$ cat config.mk
export PLATFORM = sky130hd
export DESIGN_NAME = aes_round_ctrl
export DESIGN_NICKNAME = d
export VERILOG_FILES = /design/src/rtl/aes_pkg.sv /design/src/rtl/aes_round_ctrl.sv
export SDC_FILE = /design/constraint.sdc
export NUM_CORES = 1
export LEC_CHECK = 0
export BUFFER_PORTS_ARGS = -buffer_cell sky130_fd_sc_hd__buf_2
export CORE_AREA = 4 4 253 255
export DETAILED_ROUTE_END_ITERATION = 16
export DIE_AREA = 0 0 257 259
export HOLD_SLACK_MARGIN = 0.02
export PLACE_DENSITY = 0.39
export SETUP_SLACK_MARGIN = 0.2
export SKIP_CTS_REPAIR_TIMING = 1
export SLEW_MARGIN = 25
export SYNTH_ARGS = -nofsm -noshare
export SYNTH_HDL_FRONTEND = slang
export SYNTH_SLANG_ARGS = --single-unit
$ cat constraint.sdc
create_clock -name clk -period 5.5 [get_ports clk]
set_clock_uncertainty 0.1 [all_clocks]
set_input_delay 0.55 -clock clk [delete_from_list [all_inputs] [get_ports clk]]
set_output_delay 0.55 -clock clk [all_outputs]
set_load 0.02 [all_outputs]
$ cat src/rtl/aes_pkg.sv
// Shared AES controller constants: block width, round count, FSM encodings, round-key index type.
package aes_pkg;
    localparam int NR_128 = 10;
    localparam int BLK_W  = 128;

    typedef logic [1:0] fsm_t;
    localparam logic [1:0] IDLE  = 2'd0;
    localparam logic [1:0] ROUND = 2'd1;
    localparam logic [1:0] DONE  = 2'd2;

    typedef logic [3:0] rk_idx_t;
endpackage

$ cat src/rtl/aes_round_ctrl.sv
// Iterative AES-128 sequencer (state reg, round counter, handshakes), NR+1 cycles accept->out_valid, result held in DONE until out_ready.
// Optional AES_RC_PERF_CNT_EN adds blk_cnt, a wrapping count of completed output handshakes.
module aes_round_ctrl
    import aes_pkg::*;
#(
    parameter int NR       = NR_128,
    parameter int KEEP_OUT = 1
) (
    input  logic             clk,
    input  logic             reset,
    input  logic             in_valid,
    output logic             in_ready,
    input  logic [0:BLK_W-1] din,
    output rk_idx_t          rk_idx,
    input  logic [0:BLK_W-1] rk,
    output logic [0:BLK_W-1] st_out,
    output logic             last_round,
    input  logic [0:BLK_W-1] round_in,
    output logic             out_valid,
    input  logic             out_ready,
    output logic [0:BLK_W-1] dout,
`ifdef AES_RC_PERF_CNT_EN
    output logic [31:0]      blk_cnt,
`endif
    output logic             busy
);
    localparam int CW = $clog2(NR + 1);

    fsm_t             fsm_q, fsm_d;
    logic [CW-1:0]    cnt_q, cnt_d;
    logic [0:BLK_W-1] st_q, st_d;
    logic [0:BLK_W-1] dout_q, dout_d;

    always_comb begin
        fsm_d  = fsm_q;
        cnt_d  = cnt_q;
        st_d   = st_q;
        dout_d = dout_q;
        case (fsm_q)
            IDLE: begin
                // rk_idx is 0 here, so rk is the whitening key.
                if (in_valid) begin
                    st_d  = din ^ rk;
                    cnt_d = CW'(1);
                    fsm_d = ROUND;
                end
            end
            ROUND: begin
                st_d = round_in;
                if (cnt_q == CW'(NR)) begin
                    dout_d = round_in;
                    fsm_d  = DONE;
                end else begin
                    cnt_d = cnt_q + CW'(1);
                end
            end
            DONE: begin
                if (out_ready) begin
                    fsm_d = IDLE;
                    cnt_d = '0;
                    if (KEEP_OUT == 0) dout_d = '0;
                end
            end
            default: begin
                fsm_d = IDLE;
                cnt_d = '0;
            end
        endcase
    end

    always_ff @(posedge clk) begin
        if (reset) begin
            fsm_q  <= IDLE;
            cnt_q  <= '0;
            st_q   <= '0;
            dout_q <= '0;
        end else begin
            fsm_q  <= fsm_d;
            cnt_q  <= cnt_d;
            st_q   <= st_d;
            dout_q <= dout_d;
        end
    end

    assign in_ready   = (fsm_q == IDLE);
    assign out_valid  = (fsm_q == DONE);
    assign busy       = (fsm_q == ROUND) || (fsm_q == DONE);
    assign rk_idx     = (fsm_q == ROUND) ? rk_idx_t'(cnt_q) : '0;
    assign last_round = (fsm_q == ROUND) && (cnt_q == CW'(NR));
    assign st_out     = st_q;
    assign dout       = dout_q;

`ifdef AES_RC_PERF_CNT_EN
    logic [31:0] blk_cnt_q;

    always_ff @(posedge clk) begin
        if (reset)
            blk_cnt_q <= '0;
        else if (out_valid && out_ready)
            blk_cnt_q <= blk_cnt_q + 32'd1;
    end

    assign blk_cnt = blk_cnt_q;
`endif
endmodule

==> metrics.md <==
| Metric | Value |
|---|---|
| Flops & latches, synth | `~260` |
| CTS clk-pin slew, worst paths | `roughly 0.06 ns` |
| Vias in the first global route | `~11k` |
| Switching power | `1980 uW` |
| Setup crit start | `fsm_q[0]` |
| Tot Pwr | `between 5000 and 6000 uW` |
| Initial drt markers | `~500` |
| Synth top area cells | `dfxtp_1, nand2_1, a22o_1` |
| Sink Count | `262` |
| Fraction of layout cells with a size suffix above 1 | `between 30 and 40%` |
| DRC | `0` |
| Fillers | `6834` |
| IO Port Bufs | `roughly 650` |
| Final Cycle Share | `54.0%` |
| Initial antenna violation count | `3` |
| Reg2reg end | `st_out[42]` |
| Met2 usage | `23.8%` |
| Largest net degree at the start of global routing | `about 170` |
| Number of buffers created by CTS | `31` |
| CP Capture Type | `register` |
| Gpl congestion | `between 0.9 and 1` |
| Gate power share | `between 20 and 30%` |
| M1 GR Usage | `between 15 and 20%` |
| Post-synth EDFFs | `0` |
| Commonest cells post-synth | `nand2_1, dfxtp_1, o21ai_0` |
| Routed vias/inst | `just over 4` |
| Worst hold start | `round_in[6]` |
| Wire per inst | `between 15 and 20 um` |
| Rows | `between 90 and 100` |
| Pwr dens | `about 370 nW/um^2` |
| GRT Total Usage | `a little over an eighth` |
| Required time worst endpoint | `5.89 ns` |
| Final min period | `a little under 3 ns` |
| Clock Latency Late Sink | `around 0.55 ns` |
| CP Class | `reg2reg` |
| Fmax achieved | `approximately 340 MHz` |
| Peak VDD IR | `between 200 and 250 uV` |
| ANT nets after route | `0` |
| Total Nets Final | `roughly 2.3k` |
| Area leader, netlist | `dfxtp_1` |
| Min-Delay Path Class | `in2reg` |
| Core area | `~62000 sq um` |
| Register share of total power | `a little under two fifths` |
| Drt pass-1 iters | `7` |
| Worst reg2reg path startpoint | `fsm_q[0]` |
| Root buffer cell | `clkbuf_16` |
| Multi-input gate area | `roughly 5300 sq um` |
| Final hold vios | `0` |
| Most frequent cell after synthesis | `nand2_1` |
| Die area | `around 67000 sq um` |
| H-tree depth | `1` |
| GR peak layer | `met2` |
| Die X | `257 um` |
| Outcome | `finished clean` |
| Crit path arrival time | `approximately 3.4 ns` |
| Met3 usage | `~3.2%` |
| Final setup fails | `0` |
| FF-to-FF setup slack | `approximately 2.5 ns` |
| Total gr overflow | `0` |
| Switching Share | `around 33%` |
| Initial Utilization | `between 10% and 20%` |
| Clk buf depth | `3` |
| Seq. cell area | `about 5200 sq um` |
| Max-cap violations | `0` |
| Detailed Route WL | `47900 um` |
| FF-to-FF path depth | `7` |
| Leakage power | `0.00711 uW` |
| Yosys top cell area share | `a little under half` |
| Int Power | `approximately 4000 uW` |
| Seq/Total Area, Yosys | `between 40 and 50%` |
| Yosys warns | `0` |
| Relative slew slack | `between 30% and 40%` |
| Global-route wire length before repair | `70100 um` |
| Post-Route Setup TNS | `0 ns` |
| Async S/R FF share, synth | `0%` |
| Synth unique cells | `30` |
| Via count | `between 10k and 15k` |
| Die Y | `between 200 and 300 um` |
| # diodes | `0` |
| Worst Tran Pin Value | `around 0.94 ns` |
| Syn avg cell area | `between 8 and 9 sq um` |
| Critical path fanouts, max | `67` |
| Final HPWL DP | `between 30000 and 40000 um` |
| Primary FF master, synth | `dfxtp_1` |
| # IOs | `between 600 and 700` |
| Syn Nets | `about 1.7k` |
| Final Max Tran Viols | `0` |
| Power share of the clock group | `between 30% and 40%` |
| CP Launch Type | `register` |
| Mapped Cells | `1308` |
| CTS tree | `built` |
| Critical Path End | `st_out[42]` |
| P&R area growth vs syn | `43.8%` |
| Syn Std Cell Area | `roughly 11000 sq um` |
| RSZ-0062 raised after global routing | `no` |
[cell usage in the layout, fill, tap and decap left out, types with 3 or more instances in the layout]
cell type	n
clkbuf_8	11
a21oi_1	129
ha_1	4
nor3_1	3
clkbuf_1	10
nor2b_1	4
a22o_1	128
a31oi_1	4
nand2_1	386
and2_1	4
inv_1	3
nand2b_1	5
xnor2_1	128
o21ai_0	130
dfxtp_1	262
clkbuf_16	31
buf_4	9
buf_2	650
[sequential cells by signal, indices dropped and copies added, names as in the netlist]
name / count
cnt_q: 4
dout: 128
fsm_q: 2
st_out: 128
[power groups by stage]
stage                     clock network [uW]  registers (uW)  logic, uW
after detailed placement                   0            2290       1700
after floorplan                            0            2550        806
after CTS                               2160            2260       1700
final                                   2070            2260       1660
after global routing                    2230            2280       1820
after global placement                     0            2300       1690
[worst min path at each step]
stage	end	slack, ns	depth (start not counted)
finish	dout[6]	0.14	3
global route	dout[9]	0.12	3
CTS	dout[7]	0.09	3
detailed placement	dout[18]	0.34	2
global placement	dout[20]	0.34	2
floorplan	fsm_q[0]	0.37	2
[layout make-up]
type | instances | area share (%)
multi-input combinational | 941 | 33.2
sequential | 262 | 32.7
timing repair buffer | 661 | 21.0
tap | 837 | 6.53
clock buffer | 52 | 6.02
clock inverter | 4 | 0.437
inverter | 4 | 0.109
[critical path, stage by stage, from the launching register on]
cell and delay (ns):
dfxtp_1 0.39, inv_1 0.08, ha_1 0.28, mux2i_1 0.19, nor2_4 0.10, buf_4 0.58, buf_4 0.74, a22o_1 0.25
[cells by family (layout without fill, tap and decap cells)]
logic type	Yosys count	in the layout	share of synthesized area, %
adders and majority gates	5	5	0.561
AOI/OAI and AO/OA	394	394	22.1
and+or+nand+nor	412	412	14.5
DFF	262	262	47.0
xor gates and xnor gates	128	128	10.1
muxes	2	2	0.180
buffers and inverters	105	721	5.49
[metrics by stage]
stage          util (%)  instances  hold WS, ns  setup slack, ns  instance area (sq um)
2_1_floorplan         -       1308        0.366             3.53                  11100
3_3_place_gp       24.3       2705        0.339             2.41                  15000
3_5_place_dp       24.3       2705        0.343             2.36                  15000
4_1_cts            26.0       2761       0.0928             2.41                  16000
5_1_grt            26.0       2761        0.116             2.23                  16000
6_report           26.0       2761        0.141             2.53                  16000
[layer usage]
| metal | share of wire (%) | vias up |
|---|---|---|
| met5 | 0.015 | - |
| met4 | 1.7 | 2 |
| met3 | 7.2 | 46 |
| met2 | 50 | 451 |
| met1 | 41 | 5135 |
| li1 | - | 5611 |
Power figures use the tool's default switching activity.
